===== config.mk =====
export PLATFORM = sky130hd
export DESIGN_NAME = sample_scheduler_flat
export DESIGN_NICKNAME = d
export VERILOG_FILES = /design/src/rtl/sample_scheduler_if.sv /design/src/rtl/sample_scheduler.sv /design/src/flat_wrapper.sv
export SDC_FILE = /design/constraint.sdc
export NUM_CORES = 1
export LEC_CHECK = 0
export ABC_AREA = 1
export CORE_MARGIN = 4
export CORE_UTILIZATION = 35
export DETAILED_ROUTE_END_ITERATION = 6
export SLEW_MARGIN = 10
export SYNTH_ARGS = -nofsm -noshare
export SYNTH_HDL_FRONTEND = slang
export SYNTH_SLANG_ARGS = --single-unit

===== constraint.sdc =====
create_clock -name clk -period 2.24 [get_ports clk]
set_input_delay 0.448 -clock clk [delete_from_list [all_inputs] [get_ports clk]]
set_output_delay 0.448 -clock clk [all_outputs]
set_load 0.1 [all_outputs]

===== src/rtl/sample_scheduler_if.sv =====
// Control/DAC handshake bundle between the playback controller and its users.
// master: register block / bench side; slave: sample_scheduler.
interface sample_scheduler_if #(
  parameter int N     = 3,
  parameter int DIV_W = 16,
  parameter int CNT_W = 16
);
  localparam int IDX_W = (N > 1) ? $clog2(N) : 1;

  logic             start;
  logic             stop;
  logic [DIV_W-1:0] divisor;
  logic [CNT_W-1:0] repeat_cnt;
  logic             dac_ready;
  logic             next;
  logic             dac_load;
  logic             busy;
  logic             done;
  logic             underrun;
  logic [IDX_W-1:0] sample_idx;
  logic [CNT_W-1:0] wave_cnt;

  modport master (
    output start, stop, divisor, repeat_cnt, dac_ready,
    input  next, dac_load, busy, done, underrun, sample_idx, wave_cnt
  );

  modport slave (
    input  start, stop, divisor, repeat_cnt, dac_ready,
    output next, dac_load, busy, done, underrun, sample_idx, wave_cnt
  );
endinterface


===== src/rtl/sample_scheduler.sv =====
// Playback pacing for signal2data and the DAC driver: periodic 2-cycle 'next'
// strobes, sample index / waveform repeat tracking and sticky DAC underrun flag.
module sample_scheduler #(
  parameter int N     = 3,
  parameter int DIV_W = 16,
  parameter int CNT_W = 16
) (
  input logic              clk,
  input logic              rst,
  sample_scheduler_if.slave bus
);
  localparam int IDX_W = (N > 1) ? $clog2(N) : 1;
  localparam logic [IDX_W-1:0] IDX_LAST = IDX_W'(N - 1);
  localparam logic [DIV_W-1:0] P_MIN    = DIV_W'(3);

  typedef enum logic [2:0] {
    S_IDLE,
    S_STROBE,
    S_LOAD,
    S_WAIT,
    S_DONE
  } state_t;

  state_t           state;
  state_t           state_nxt;
  logic [DIV_W-1:0] period_q;
  logic [DIV_W-1:0] period_cnt;
  logic [DIV_W-1:0] cnt_inc;
  logic [CNT_W-1:0] rep_q;
  logic [CNT_W-1:0] wave_q;
  logic [CNT_W-1:0] wave_inc;
  logic [IDX_W-1:0] idx_q;
  logic             underrun_q;
  logic             stop_pend;
  logic             go;
  logic             due;
  logic             idx_wrap;
  logic             rep_hit;

  always_comb begin
    go       = bus.start && !bus.stop;
    cnt_inc  = (period_cnt >= period_q) ? period_q : period_cnt + DIV_W'(1);
    due      = (cnt_inc == period_q);
    idx_wrap = (idx_q == IDX_LAST);
    wave_inc = wave_q + CNT_W'(1);
    rep_hit  = (rep_q != '0) && (wave_inc == rep_q);
  end

  always_ff @(posedge clk or negedge rst) begin
    if (!rst) state <= S_IDLE;
    else      state <= state_nxt;
  end

  always_comb begin
    state_nxt    = state;
    bus.next     = 1'b0;
    bus.dac_load = 1'b0;
    bus.busy     = 1'b1;
    bus.done     = 1'b0;
    case (state)
      S_IDLE: begin
        bus.busy = 1'b0;
        if (go) state_nxt = S_STROBE;
      end
      S_STROBE: begin
        bus.next  = 1'b1;
        state_nxt = S_LOAD;
      end
      S_LOAD: begin
        bus.next     = 1'b1;
        bus.dac_load = 1'b1;
        if (idx_wrap && rep_hit)        state_nxt = S_DONE;
        else if (bus.stop || stop_pend) state_nxt = S_IDLE;
        else                            state_nxt = S_WAIT;
      end
      S_WAIT: begin
        if (bus.stop)                  state_nxt = S_IDLE;
        else if (due && bus.dac_ready) state_nxt = S_STROBE;
      end
      S_DONE: begin
        bus.done  = 1'b1;
        state_nxt = S_IDLE;
      end
      default: begin
        bus.busy  = 1'b0;
        state_nxt = S_IDLE;
      end
    endcase
  end

  // A stop seen during STROBE is remembered so the strobe still completes its LOAD cycle.
  always_ff @(posedge clk or negedge rst) begin
    if (!rst) begin
      period_q   <= '0;
      period_cnt <= '0;
      rep_q      <= '0;
      wave_q     <= '0;
      idx_q      <= '0;
      underrun_q <= 1'b0;
      stop_pend  <= 1'b0;
    end else begin
      case (state)
        S_IDLE: begin
          if (go) begin
            period_q   <= (bus.divisor < P_MIN) ? P_MIN : bus.divisor;
            rep_q      <= bus.repeat_cnt;
            wave_q     <= '0;
            underrun_q <= 1'b0;
            period_cnt <= '0;
            stop_pend  <= 1'b0;
          end
        end
        S_STROBE: begin
          period_cnt <= DIV_W'(1);
          if (bus.stop) stop_pend <= 1'b1;
        end
        S_LOAD: begin
          period_cnt <= period_cnt + DIV_W'(1);
          stop_pend  <= 1'b0;
          if (idx_wrap) begin
            idx_q  <= '0;
            wave_q <= wave_inc;
          end else begin
            idx_q  <= idx_q + IDX_W'(1);
          end
        end
        S_WAIT: begin
          period_cnt <= cnt_inc;
          if (!bus.stop && due && !bus.dac_ready) underrun_q <= 1'b1;
        end
        default: ;
      endcase
    end
  end

  always_comb begin
    bus.underrun   = underrun_q;
    bus.sample_idx = idx_q;
    bus.wave_cnt   = wave_q;
  end
endmodule


===== src/flat_wrapper.sv =====
// flat-port wrapper written by rule: the top's interface ports become plain ports
module sample_scheduler_flat 
#(
  parameter int N     = 3,
  parameter int DIV_W = 16,
  parameter int CNT_W = 16
)
  (clk, rst, bus_start, bus_stop, bus_divisor, bus_repeat_cnt, bus_dac_ready, bus_next, bus_dac_load, bus_busy, bus_done, bus_underrun, bus_sample_idx, bus_wave_cnt);
  sample_scheduler_if #(.N(N), .DIV_W(DIV_W), .CNT_W(CNT_W)) bus_i ();
  input logic clk;
  input logic rst;
  input wire logic [$bits(bus_i.start)-1:0] bus_start;
  input wire logic [$bits(bus_i.stop)-1:0] bus_stop;
  input wire logic [$bits(bus_i.divisor)-1:0] bus_divisor;
  input wire logic [$bits(bus_i.repeat_cnt)-1:0] bus_repeat_cnt;
  input wire logic [$bits(bus_i.dac_ready)-1:0] bus_dac_ready;
  output wire logic [$bits(bus_i.next)-1:0] bus_next;
  output wire logic [$bits(bus_i.dac_load)-1:0] bus_dac_load;
  output wire logic [$bits(bus_i.busy)-1:0] bus_busy;
  output wire logic [$bits(bus_i.done)-1:0] bus_done;
  output wire logic [$bits(bus_i.underrun)-1:0] bus_underrun;
  output wire logic [$bits(bus_i.sample_idx)-1:0] bus_sample_idx;
  output wire logic [$bits(bus_i.wave_cnt)-1:0] bus_wave_cnt;
  assign bus_i.start = bus_start;
  assign bus_i.stop = bus_stop;
  assign bus_i.divisor = bus_divisor;
  assign bus_i.repeat_cnt = bus_repeat_cnt;
  assign bus_i.dac_ready = bus_dac_ready;
  assign bus_next = bus_i.next;
  assign bus_dac_load = bus_i.dac_load;
  assign bus_busy = bus_i.busy;
  assign bus_done = bus_i.done;
  assign bus_underrun = bus_i.underrun;
  assign bus_sample_idx = bus_i.sample_idx;
  assign bus_wave_cnt = bus_i.wave_cnt;
  sample_scheduler #(.N(N), .DIV_W(DIV_W), .CNT_W(CNT_W)) u_core (.clk(clk), .rst(rst), .bus(bus_i));
endmodule

==> results.ini <==
[route]
highest_layer = met4
ant_nets = 0
dr.first_iter.drc_count = 483
met2_length_mm = 6.74
drt-met1-wl_mm = 6.93
route.detailed.drc = 0
drt-total-wl_mm = 14.8
vias_per_cell = 5.21
vias = 5177
wl_met3_um = 931
routedWlPerCell_um = 14.9
dr.pass1.iters = 5

[timing]
rsz0062_at_grt = yes
skew_ns = 0.00848
slew_viol_final = 0
setup_violations = 1
fmax_mhz = 445
post-route-min-period_ns = 2.25
fin_ws_ns = -0.00557
tns_ns = -0.00557
worstMarginPinSlew_ns = 0.658
hold_viol = 0
holdWs_ns = 0.128
post-route-period-util_pct = 100
relSlewSlack_pct = 56.1

[grt]
grt_pass1_vias = 5019
grt_use_total_pct = 18.9
grt_pass1_wl_mm = 24.8
antenna_found_initial = 0
grt_max_degree = 45
overflow = 0

[setup_path]
end_kind = register
cp-start-kind = register
path_max_fanout = 14
cp.arrival_ns = 2.48
critical_path_class = register to register
required_ns = 2.47
r2r_cells = 12

[power_and_ir_drop]
finalPower_w = 0.00790
powerDensity_nw_per_um2 = 1200
vdd_drop_max_mv = 0.742
leakagePower_nw = 3.13

[finish]
diodes = 0
areaGrowthSynthToFinish_pct = 33.5
drive_above_1_share_pct = 21.4
postLayoutCellArea_um2 = 6590
final_cells = 993
fin_nets = 863

[place]
place_area_um2 = 6070
dp_hpwl_mm = 11.1
portBuffers = 59
gp_congestion = 0.876
post-place-cells = 969

[run_status]
violations = negative setup slack
outcome = finished with violations

[yosys]
ys_seq_area_share_pct = 36.0
syn_nets = 757
syn_area_per_cell_um2 = 7.04
ys_warn_count = 0
syn_area_um2 = 4940
synth-seq-cells = 71
ys_types = 40
syn_inst = 702

[run]
drv_cap = 0

[worst_hold_path]
hp-class = input pin to asynchronous set/reset pin

[clocking]
clk_latency_ns = 0.35
cts_buffers = 9
clock_path_buffers = 2
clock-sinks = 71
cts_root_buffer = clkbuf_16
tritoncts = done
ctsHoldBuffers = 0
cts.reportedPaths.clkPinSlew_ns = 0.06
htree_levels = 3

[floorplan]
dieWidth_um = 127
core_area_um2 = 13800
dieArea_um2 = 16100
start_util_pct = 35.7
fp.dieH_um = 127
row_count = 43
boundaryPins = 60

-- registers in the layout (all words and copies together), names as in the netlist --
| register | flops |
|---|---|
| u_core.bus.sample_idx | 2 |
| u_core.bus.underrun | 1 |
| u_core.bus.wave_cnt | 16 |
| u_core.period_cnt | 16 |
| u_core.period_q | 16 |
| u_core.rep_q | 16 |
| u_core.state | 3 |
| u_core.stop_pend | 1 |
-- cell families (layout without fill, tap and decap cells) --
family                     after synthesis  count (layout)  synth area share, %
adders and majority gates               18              18                 4.56
xor gates and xnor gates                15              15                 2.81
and+or+nand+nor                        370             370                 34.4
AOI/OAI and AO/OA                      105             105                 12.7
buffers and inverters                  123             234                 9.55
DFF                                     71              71                 36.0
-- worst paths after layout --
kind	startpoint	slack [ns]	to
max	u_core.period_cnt[11]	-0.006	u_core.bus.underrun
max reg2reg	u_core.period_cnt[11]	-0.006	u_core.bus.underrun
min	rst	0.13	u_core.bus.wave_cnt[3]
min in group clk	u_core.bus.underrun	0.47	u_core.bus.underrun
max in group asynchronous	rst	1.47	u_core.period_q[3]
min reg2reg	u_core.bus.underrun	0.47	u_core.bus.underrun
-- layer usage --
metal / GRT usage, % / vias up
met1: 26.0 / 2432
met3: 4.17 / 19
met2: 29.7 / 178
met4: 5.68 / 0
met5: 0 / -
li1: - / 2548
-- per-stage QoR --
| step | setup slack, ns | util [%] |
|---|---|---|
| floorplan | -0.0876 | - |
| global placement | 0.0219 | 43.9 |
| detailed placement | 0.00706 | 43.9 |
| CTS | 0.00949 | 46.2 |
| global route | -0.148 | 47.7 |
| finish | -0.00557 | 47.7 |
-- synth_stat cells (all sizes together) --
| library cell | n | share of area, % |
|---|---|---|
| o221ai | 16 | 2.8 |
| nand3 | 37 | 4.1 |
| nor3 | 12 | 1.8 |
| o21bai | 2 | 0.38 |
| nand3b | 1 | 0.15 |
| nor3b | 1 | 0.25 |
| a21boi | 1 | 0.15 |
| nor2 | 64 | 5.5 |
| clkbuf | 13 | 0.99 |
| nor4 | 5 | 0.63 |
| clkinv | 4 | 0.33 |
| or2 | 2 | 0.25 |
| nand2 | 202 | 16 |
| nand4 | 46 | 6.0 |
| a21o | 1 | 0.15 |
| buf | 7 | 0.71 |
| ha | 18 | 4.6 |
| o21ai | 53 | 5.4 |
| xnor2 | 3 | 0.53 |
| xor2 | 12 | 2.3 |
| a31oi | 2 | 0.25 |
| a21oi | 16 | 1.7 |
| inv | 99 | 7.5 |
| o22ai | 13 | 1.6 |
| dfrtp | 71 | 36 |
| o21a | 1 | 0.15 |
-- cell type report --
| cell class | instances | area [µm²] |
|---|---|---|
| Multi-Input combinational cell | 508 | 2830 |
| Clock buffer | 10 | 229 |
| Clock inverter | 6 | 86.3 |
| Timing Repair Buffer | 115 | 1030 |
| Tap cell | 180 | 225 |
| Sequential cell | 71 | 1790 |
| Fill cell | 1332 | 7230 |
| Inverter | 103 | 393 |
-- cell usage in the layout (no fill, tap or decap), drive strengths merged --
cell / instances
a21boi: 1
a21o: 1
a21oi: 16
a31oi: 2
buf: 80
bufinv: 2
clkbuf: 10
clkdlybuf4s50: 35
clkinv: 7
clkinvlp: 1
dfrtp: 71
ha: 18
inv: 99
nand2: 202
nand3: 37
nand3b: 1
nand4: 46
nor2: 64
nor3: 12
nor3b: 1
nor4: 5
o21a: 1
o21ai: 53
o21bai: 2
o221ai: 16
o22ai: 13
or2: 2
xnor2: 3
xor2: 12
-- critical path, stage by stage (launching register included) --
cell and delay [ns]:
dfrtp_1 0.38, ha_1 0.31, a21oi_1 0.22, a21oi_2 0.09, nor2_2 0.27, buf_6 0.21
nand3_1 0.11, o21ai_0 0.17, nor2_1 0.07, nand2_1 0.08, nor2_2 0.05, nand4_1 0.10
nand2_1 0.06
-- report_power, final --
group          switching, W  leakage [nW]  internal, W  total (W)
Combinational       0.00271          2.07      0.00156    0.00426
Clock              0.000583         0.152     0.000973    0.00156
Sequential         0.000368         0.901      0.00172    0.00208
Total               0.00366          3.13      0.00424    0.00790
-- timing repair --
action	in CTS	in global routing
pin swaps	1	11
setup buffers	0	7
endpoints found under the setup margin	2	20
resized for setup	1	40
gates cloned	0	1
Power figures use the tool's default switching activity.
